**config.mk**
```make
export PLATFORM = sky130hd
export DESIGN_NAME = digital_tube_scanner
export DESIGN_NICKNAME = d
export VERILOG_FILES = /design/src/rtl/digital_tube_pkg.sv /design/src/rtl/digital_tube_scanner_hex7seg.sv /design/src/rtl/digital_tube_scanner.sv
export SDC_FILE = /design/constraint.sdc
export NUM_CORES = 1
export LEC_CHECK = 0
export BUFFER_PORTS_ARGS = -buffer_cell sky130_fd_sc_hd__clkbuf_2
export CAP_MARGIN = 20
export CORE_MARGIN = 8
export CORE_UTILIZATION = 41
export CTS_CLUSTER_SIZE = 25
export DETAILED_ROUTE_END_ITERATION = 8
export PLACE_DENSITY = 0.64
export SYNTH_ARGS = -nofsm -noshare
export SYNTH_HDL_FRONTEND = slang
export SYNTH_SLANG_ARGS = --single-unit
```
**constraint.sdc**
```tcl
create_clock -name clk -period 3.97 [get_ports clk]
set_input_delay 0 -clock clk [delete_from_list [all_inputs] [get_ports clk]]
set_output_delay 0 -clock clk [all_outputs]
set_load 0.03 [all_outputs]
```
**src/rtl/digital_tube_pkg.sv**
```systemverilog
// Shared constants and nibble-to-segment decode for the 7-segment scanner.
package digital_tube_pkg;

  localparam logic [7:0] SEG_OFF = 8'hFF;
  localparam logic [3:0] SEL_OFF = 4'hF;

  // Active-low gfedcba patterns for hex digits 0..F
  localparam logic [6:0] SEG_TABLE [0:15] = '{
    7'h40, 7'h79, 7'h24, 7'h30, 7'h19, 7'h12, 7'h02, 7'h78,
    7'h00, 7'h10, 7'h08, 7'h03, 7'h46, 7'h21, 7'h06, 7'h0E
  };

  function automatic logic [6:0] hex2seg(input logic [3:0] nib);
    return SEG_TABLE[nib];
  endfunction

endpackage

```
**src/rtl/digital_tube_scanner_hex7seg.sv**
```systemverilog
// Combinational nibble + decimal point to active-low {dp,g,f,e,d,c,b,a}.
module hex7seg
  import digital_tube_pkg::*;
(
  input  logic [3:0] nib,
  input  logic       dp,
  output logic [7:0] seg
);

  // Decode the nibble and invert the dp flag into the active-low dp segment
  always_comb begin
    seg = {~dp, hex2seg(nib)};
  end

endmodule

```
**src/rtl/digital_tube_scanner.sv**
```systemverilog
// Four-digit time-multiplexed common-anode display driver.
module digital_tube_scanner
  import digital_tube_pkg::*;
#(
  parameter int unsigned SCAN_DIV = 50000
) (
  input  logic       clk,
  input  logic       rst,
  input  logic [3:0] d0,
  input  logic [3:0] d1,
  input  logic [3:0] d2,
  input  logic [3:0] d3,
  input  logic [3:0] dp_in,
  output logic [3:0] sel,
  output logic [7:0] dig
);

  localparam int unsigned CW = (SCAN_DIV > 1) ? $clog2(SCAN_DIV) : 1;
  localparam logic [CW-1:0] LAST = CW'(SCAN_DIV - 1);

  logic [CW-1:0] prescaler_q, prescaler_d;
  logic [1:0]    idx_q, idx_d;
  logic [3:0]    sel_q, sel_d;
  logic [7:0]    dig_q, dig_d;
  logic          tick;
  logic [3:0]    nib_mux;
  logic          dp_mux;
  logic [7:0]    seg_dec;

  hex7seg u_hex7seg (
    .nib (nib_mux),
    .dp  (dp_mux),
    .seg (seg_dec)
  );

  // Prescaler, digit index and decode of the currently selected digit
  always_comb begin
    tick        = (prescaler_q == LAST);
    prescaler_d = tick ? '0 : prescaler_q + 1'b1;
    idx_d       = tick ? idx_q + 2'd1 : idx_q;
    nib_mux     = d0;
    dp_mux      = dp_in[idx_q];
    case (idx_q)
      2'd0:    nib_mux = d0;
      2'd1:    nib_mux = d1;
      2'd2:    nib_mux = d2;
      default: nib_mux = d3;
    endcase
    sel_d        = SEL_OFF;
    sel_d[idx_q] = 1'b0;
    dig_d        = seg_dec;
  end

  // State and registered display outputs; reset forces everything off
  always_ff @(posedge clk) begin
    if (rst) begin
      prescaler_q <= '0;
      idx_q       <= '0;
      sel_q       <= SEL_OFF;
      dig_q       <= SEG_OFF;
    end else begin
      prescaler_q <= prescaler_d;
      idx_q       <= idx_d;
      sel_q       <= sel_d;
      dig_q       <= dig_d;
    end
  end

  assign sel = sel_q;
  assign dig = dig_q;

endmodule

```
==> results.rst, run 1 <==
.. list-table::
   :header-rows: 1

   * - Metric
     - Value
   * - Run status
     - finished, final reports clean
   * - DRC
     - 0
   * - Antenna violations before repair
     - 0
   * - CP Cell Sequence
     - inv_1 -> ha_1 -> a222oi_1 -> mux2_2 -> inv_1 -> ha_1 -> nor4_1 -> a211oi_1
   * - Launch point of the worst hold path
     - dp_in[2]
   * - Pins over their slew limit
     - 0
   * - First-pass GRT wire length
     - 5310 um
   * - Required @ worst endpoint
     - 4.18 ns
   * - Endpoint of the worst register-to-register path
     - dig[0]
   * - Total placed cells including tap cells
     - 237
   * - Area added between synthesis and finish
     - 20.2%
   * - Detail Placement HPWL
     - 2320 um
   * - Die area
     - 0.00583 mm2
   * - Total number of yosys warnings
     - 0
   * - Worst setup SP type
     - flop
   * - Die width
     - 76.4 um
   * - Nature of the critical path endpoint
     - flop
   * - Net count, final
     - 231
   * - Area of the core
     - 0.00358 mm2
   * - Longest Clk Path Bufs
     - 2
   * - Total CTS buffers
     - 5
   * - Max-capacitance violation count
     - 0
   * - TritonCTS Sinks
     - 30
   * - Antenna Nets Post-Route
     - 0
   * - WL final
     - 3080 um
   * - Endpoints failing hold
     - 0
   * - Netlist Area Pre-Place
     - 0.00149 mm2
   * - Depth of the CTS H-tree
     - 2
   * - R2R Path Start
     - idx_q[1]
   * - Hold EP
     - dig[7]
   * - Slowest cell delay on critical path
     - 0.44 ns
   * - Fraction of final layout cells with drive strength greater than 1
     - 23.2%
   * - Signal arrival time at the worst endpoint
     - 2.45 ns
   * - Overall routing resource usage
     - 11.0%
   * - Maximum net fanout on the critical path
     - 6
   * - Setup violators final
     - 0
   * - Gp weighted congestion
     - 0.853
   * - Clock latency on the worst-skew pair
     - 0.32 ns
   * - Final critical delay including setup and external delays
     - 2.24 ns
   * - Wire length per cell
     - 12.5 um
   * - Number of flops mapped to enable cells by yosys
     - 0
   * - Final core area utilization
     - 50.2%
   * - Via count
     - 1226
   * - Mean cell area of the mapped netlist
     - 9.40 um2
   * - Measured slew at the worst slew-check pin
     - 0.569 ns
   * - Worst clock skew
     - 0.00565 ns
   * - Largest delay share family, worst path
     - adder cells
   * - Starting DRT DRC Count
     - 71
   * - CP bufs+invs
     - 2
   * - VDD IR max
     - 0.000151 V
   * - Static leakage
     - 0.734 nW
   * - Class of the most critical setup path
     - flop to flop
   * - Part of the Yosys area used for sequential elements
     - 40.2%
   * - Maximum number of pins on one net before global-route repair
     - 16
   * - Tcrit/Tclk final
     - 56.4%
   * - Synthesis-stage register bit count
     - 30
   * - Total congestion overflow after global routing
     - 0
   * - Number of top-level pins
     - 34
   * - Number of cells on the critical path
     - 8
   * - Cells on Worst Hold Path
     - 3
   * - Post-synthesis net count
     - 193
   * - Total power per unit cell area
     - 341 mW/mm2
   * - Layout Cells excl Fill
     - 246
   * - Unrepaired setup endpoints after global routing
     - no
   * - CTS tree
     - built
   * - Worst min-delay path category
     - input pin to flop
   * - CTS-repair resized insts
     - 0
   * - Number of buffers inserted by port buffering
     - 33
   * - Maximum clock frequency
     - 446 MHz
   * - Slowest-stage cell, CP
     - sky130_fd_sc_hd__dfxtp_1
   * - Library cells used by synthesis
     - 32
   * - Depth of the worst register-to-register path
     - 8
   * - Number of vias per cell after detailed routing
     - 4.98
   * - Initial core utilization
     - 41.7%
   * - Clock-pin slew reported for the worst setup and hold paths after clock tree synthesis
     - 0.09 ns
   * - Total number of placement rows
     - 22
   * - Chip Height
     - 76.4 um
   * - Predominant post-synthesis flop cell
     - sky130_fd_sc_hd__dfxtp_1
   * - Worst reg-to-reg setup slack
     - 1.73 ns
   * - Vias in the first global route
     - 1275
   * - Headroom to the max-slew limit
     - 61.3%
   * - Final total negative setup slack
     - 0 ns
   * - Final antenna diode count
     - 0
   * - Number of standard cells after synthesis
     - 159
   * - Fraction of synthesis flops using an asynchronous set or reset pin
     - 0%
   * - Root buf cell
     - sky130_fd_sc_hd__clkbuf_4
   * - 1st-pass router iterations
     - 6
worst max-delay path by stage:
stage             start     end  slack (ns)
6_report       idx_q[1]  dig[0]        1.73
5_1_grt        idx_q[0]  dig[0]        1.50
4_1_cts        idx_q[1]  dig[0]        1.73
3_5_place_dp   idx_q[0]  dig[0]        1.77
3_3_place_gp   idx_q[1]  dig[0]        1.83
2_1_floorplan  idx_q[0]  dig[0]        1.98
worst register-to-register path: stages (launching register included):
cell	delay (ns)
sky130_fd_sc_hd__dfxtp_1	0.44
sky130_fd_sc_hd__inv_1	0.09
sky130_fd_sc_hd__ha_1	0.24
sky130_fd_sc_hd__a222oi_1	0.37
sky130_fd_sc_hd__mux2_2	0.28
sky130_fd_sc_hd__inv_1	0.10
sky130_fd_sc_hd__ha_1	0.25
sky130_fd_sc_hd__nor4_1	0.29
sky130_fd_sc_hd__a211oi_1	0.07
per-layer routing:
layer / GRT usage [%] / up-vias / part of all wire, %
met5: 0 / - / 0
met4: 5.77 / 0 / 2.2
met3: 4.01 / 6 / 4.7
met2: 19.1 / 31 / 48
met1: 11.2 / 558 / 45
li1: - / 631 / -
synth_stat cells, drive strengths merged (2+ instances only):
master  number  area [um2]
a222oi       4        40.0
nor4bb       2        20.0
nand3        7        35.0
dfxtp       30         601
nor2        24        90.1
o21ai        3        15.0
ha          12         150
nor3         3        15.0
mux2         5        56.3
xnor2       15         131
inv         10        37.5
clkbuf       2        7.51
nand4        3        18.8
a31oi        3        18.8
nand2       10        37.5
nor4         6        37.5
mux2i        7        73.8
layout by cell type, fill, tap and decap left out, drive strengths merged:
cell / n
o211ai: 1
a211oi: 1
mux2: 5
nand4b: 1
a32oi: 1
clkbuf: 41
nor4b: 1
ha: 12
nor4bb: 2
clkinv: 1
o311ai: 1
nor4: 6
mux4: 1
a31oi: 3
inv: 10
or3: 1
o21ai: 3
xor2: 1
a222oi: 4
nand2b: 1
nor3: 3
dlygate4sd3: 1
dfxtp: 30
nor2: 24
nand4: 3
mux2i: 7
and3: 1
xnor2: 15
nand2: 10
nand3: 7
layout make-up:
| type | instances | area [um2] |
|---|---|---|
| Clock buffer | 8 | 78.8 |
| Tap cell | 48 | 60.1 |
| Fill cell | 353 | 1780 |
| Inverter | 11 | 41.3 |
| Multi-Input combinational cell | 115 | 840 |
| Timing Repair Buffer | 34 | 175 |
| Sequential cell | 30 | 601 |
power breakdown:
part,internal [mW],switching (mW),total (mW),leakage [nW]
logic,0.0289,0.0441,0.0730,0.444
registers,0.311,0.00424,0.315,0.246
clock network,0.121,0.104,0.225,0.0446
cells by family (layout without fill, tap and decap cells):
logic type      after synthesis  count (layout)  share of synthesized area [%]
compound gates               14              14                           7.12
buf+inv                      14              53                           3.60
fa+ha+maj                    12              12                           10.0
xor+xnor                     16              16                           9.38
mux                          13              13                           10.2
simple gates                 60              60                           19.4
flops                        30              30                           40.2
registers in the layout (all words and copies together), names as in the netlist:
name,cells
prescaler_q,16
dig,8
sel,4
idx_q,2
timing repair:
item,4_1_cts,5_1_grt
buffers inserted,0,0
hold buffers,1,0
hold endpoints to repair,2,0
metrics by stage:
stage / setup slack, ns / instance area (um2) / power, mW / hold slack, ns
after floorplan: 1.98 / 1490 / 0.370 / 0.200
after global placement: 1.83 / 1710 / 0.394 / 0.343
after detailed placement: 1.77 / 1710 / 0.395 / 0.335
after CTS: 1.73 / 1800 / 0.620 / 0.0321
after global routing: 1.50 / 1800 / 0.640 / 0.0276
final: 1.73 / 1800 / 0.613 / 0.0404
(Power assumes the default switching activity.)
==> run 2, diff against run 1 <==
--- a/config.mk
+++ b/config.mk
@@ -11,7 +11,7 @@
 export CORE_UTILIZATION = 41
 export CTS_CLUSTER_SIZE = 25
 export DETAILED_ROUTE_END_ITERATION = 8
-export PLACE_DENSITY = 0.64
+export PLACE_DENSITY = 0.67
 export SYNTH_ARGS = -nofsm -noshare
 export SYNTH_HDL_FRONTEND = slang
 export SYNTH_SLANG_ARGS = --single-unit
==> constraint.sdc (replaced) <==
create_clock -name clk -period 1.99 [get_ports clk]
set_input_delay 0 -clock clk [delete_from_list [all_inputs] [get_ports clk]]
set_output_delay 0 -clock clk [all_outputs]
set_load 0.03 [all_outputs]
==> run 2 against run 1 <==
Critical path depth unchanged. Combinational power increased by 120%. Global-route usage grew 0.31 points. Critical path type unchanged. Critical endpoint is now dig[3]. Highest routed layer unchanged.
==> results.rst, run 2 (synthesized netlist as in run 1, its figures left out) <==
.. list-table::
   :header-rows: 1

   * - Metric
     - Value
   * - Run status
     - finished, final reports clean
   * - CTS tree
     - built
   * - Final worst slack
     - 0.101 ns (-1.63 ns)
   * - Required @ worst endpoint
     - 2.26 ns (-1.92 ns)
   * - Slowest-stage cell, CP
     - sky130_fd_sc_hd__dfxtp_4
   * - CP Cell Sequence
     - inv_2 -> ha_4 -> a222oi_1 -> mux2_4 -> buf_4 -> ha_1 -> nand2b_4 -> a32oi_1
   * - Launch point of the worst hold path
     - dp_in[2]
   * - Die area
     - 0.00583 mm2 (unchanged)
   * - Maximum clock frequency
     - 529 MHz (+19%)
   * - Area post-placement
     - 0.00178 mm2 (+4.4%)
   * - Setup violators final
     - 0 (unchanged)
   * - Total power per unit cell area
     - 604 mW/mm2 (+77%)
   * - Root buf cell
     - sky130_fd_sc_hd__clkbuf_4
   * - Depth of the worst register-to-register path
     - 8 (unchanged)
   * - Max-capacitance violation count
     - 0 (unchanged)
   * - Worst hold margin
     - 0.0471 ns (+0.00667 ns)
   * - Final antenna diode count
     - 0 (unchanged)
   * - Via count
     - 1265 (+3.2%)
   * - Headroom to the max-slew limit
     - 59.1% (-2.3 points)
   * - Class of the most critical setup path
     - flop to flop
   * - 1st-pass router iterations
     - 6 (unchanged)
   * - Static leakage
     - 0.788 nW (+7.4%)
   * - Setup slack after placement
     - -0.0208 ns (-1.79 ns)
   * - Number of vias per cell after detailed routing
     - 4.94 (-0.85%)
   * - TritonCTS Sinks
     - 30 (unchanged)
   * - Final critical delay including setup and external delays
     - 1.89 ns (-0.351 ns)
   * - Depth of the CTS H-tree
     - 2 (unchanged)
   * - WL final
     - 3220 um (+4.5%)
   * - R2R Path Start
     - idx_q[0]
   * - Starting DRT DRC Count
     - 77 (+8.5%)
   * - Antenna Nets Post-Route
     - 0 (unchanged)
   * - Initial core utilization
     - 41.7% (unchanged)
   * - Worst setup SP type
     - flop
   * - Number of buffers inserted by port buffering
     - 33 (unchanged)
   * - CP bufs+invs
     - 2 (unchanged)
   * - Maximum number of pins on one net before global-route repair
     - 16 (unchanged)
   * - Register with the most flip-flops
     - prescaler_q
   * - Commonest non-fill, non-tap cell in the layout
     - sky130_fd_sc_hd__clkbuf_2
   * - Nature of the critical path endpoint
     - flop
   * - Signal arrival time at the worst endpoint
     - 2.16 ns (-0.29 ns)
   * - Unrepaired setup endpoints after global routing
     - no
   * - Post-CTS setup repair buffer count
     - 0 (unchanged)
   * - Fraction of final layout cells with drive strength greater than 1
     - 31.3% (+8.0 points)
   * - First-pass GRT wire length
     - 5380 um (+1.4%)
   * - VDD IR max
     - 0.000281 V (+86%)
   * - Worst clock skew
     - 0.0139 ns (+0.00824 ns)
   * - Clock-pin slew reported for the worst setup and hold paths after clock tree synthesis
     - 0.09 ns (about the same)
   * - Top library cells by usage in the layout, fill and taps aside
     - sky130_fd_sc_hd__clkbuf_2, sky130_fd_sc_hd__dfxtp_1, sky130_fd_sc_hd__nor2_1
   * - Total number of placement rows
     - 22 (unchanged)
   * - Pins over their slew limit
     - 0 (unchanged)
   * - Slowest cell delay on critical path
     - 0.37 ns (-0.07 ns)
   * - Vias in the first global route
     - 1284 (+0.71%)
   * - Endpoints failing hold
     - 0 (unchanged)
   * - Chip Height
     - 76.4 um (unchanged)
   * - Area of the core
     - 0.00358 mm2 (unchanged)
   * - Tcrit/Tclk final
     - 94.9% (+38 points)
   * - Total congestion overflow after global routing
     - 0 (unchanged)
   * - Area added between synthesis and finish
     - 29.1%
   * - Detail Placement HPWL
     - 2310 um (-0.53%)
   * - Largest delay share family, worst path
     - adder cells
   * - Number of cells on the critical path
     - 8 (unchanged)
   * - Worst min-delay path category
     - input pin to flop
   * - Total CTS buffers
     - 5 (unchanged)
   * - Number of top-level pins
     - 34 (unchanged)
   * - Die width
     - 76.4 um (unchanged)
   * - Longest Clk Path Bufs
     - 2 (unchanged)
   * - Crit path from
     - idx_q[0]
   * - Net count, final
     - 241 (+4.3%)
   * - Gp weighted congestion
     - 0.848 (-0.68%)
   * - Design Area, Final
     - 0.00193 mm2 (+7.4%)
   * - Overall routing resource usage
     - 11.3% (+0.31 points)
   * - Antenna violations before repair
     - 0 (unchanged)
   * - Post-layout power
     - 1.17 mW (+90%)
   * - Clock latency on the worst-skew pair
     - 0.33 ns (about the same)
   * - Number of flip-flops under the largest register name
     - 16 (unchanged)
   * - Wire length per cell
     - 12.6 um (+0.46%)
   * - Cells on Worst Hold Path
     - 3 (unchanged)
   * - DRC
     - 0 (unchanged)
   * - Measured slew at the worst slew-check pin
     - 0.597 ns (+0.0280 ns)
   * - Maximum net fanout on the critical path
     - 5 (-1)
-- run 2: changes by cell type in the layout (fill, tap and decap cells not counted), sizes merged --
cell | previous run | this run
clkinv | 1 | 2
clkbuf | 41 | 40
buf | 0 | 10
-- run 2: worst register-to-register path: stages (launching register included) --
cell	delay, ns
sky130_fd_sc_hd__dfxtp_4	0.37
sky130_fd_sc_hd__inv_2	0.12
sky130_fd_sc_hd__ha_4	0.17
sky130_fd_sc_hd__a222oi_1	0.08
sky130_fd_sc_hd__mux2_4	0.28
sky130_fd_sc_hd__buf_4	0.15
sky130_fd_sc_hd__ha_1	0.33
sky130_fd_sc_hd__nand2b_4	0.15
sky130_fd_sc_hd__a32oi_1	0.17
-- run 2: per-stage QoR --
step | std cells | utilization, % | TNS [ns]
6_report | 256 | 53.9 | 0
5_1_grt | 256 | 53.9 | 0
4_1_cts | 256 | 52.0 | 0
3_5_place_dp | 247 | 49.8 | -0.0208
3_3_place_gp | 247 | 49.8 | 0
2_1_floorplan | 159 | - | 0
-- run 2: final timing paths --
check,endpoint,slack (ns)
worst max-delay path,dig[3],0.10
worst min-delay path,dig[7],0.05
worst max register to register,dig[3],0.10
worst min register to register,prescaler_q[0],0.48
-- run 2: per-layer routing --
layer  share of wire, %  global-route usage (%)  vias up
li1                   -                       -      657
met1                 43                    11.5      568
met2                 48                    18.9       32
met3                6.5                    4.48        8
met4                2.6                    6.92        0
met5                  0                       0        -
-- run 2: area by class of cell --
class | instances | area (um2)
Tap cell | 48 | 60.1
Sequential cell | 30 | 606
Fill cell | 336 | 1650
Clock inverter | 1 | 5.00
Clock buffer | 7 | 55.1
Inverter | 11 | 41.3
Multi-Input combinational cell | 115 | 911
Timing Repair Buffer | 44 | 250
-- run 2: timing repair --
action,in CTS,in global routing
resized for setup,3,14
pin swaps,2,4
hold endpoints to repair,2,0
setup endpoints to repair,2,7
hold buffers,1,0
-- run 2: power by group --
group	internal, mW	switching [mW]	total, mW	leakage, nW
Sequential	0.619	0.00867	0.627	0.247
Combinational	0.0678	0.0914	0.159	0.506
Clock	0.171	0.208	0.379	0.0353
Total	0.857	0.308	1.17	0.788
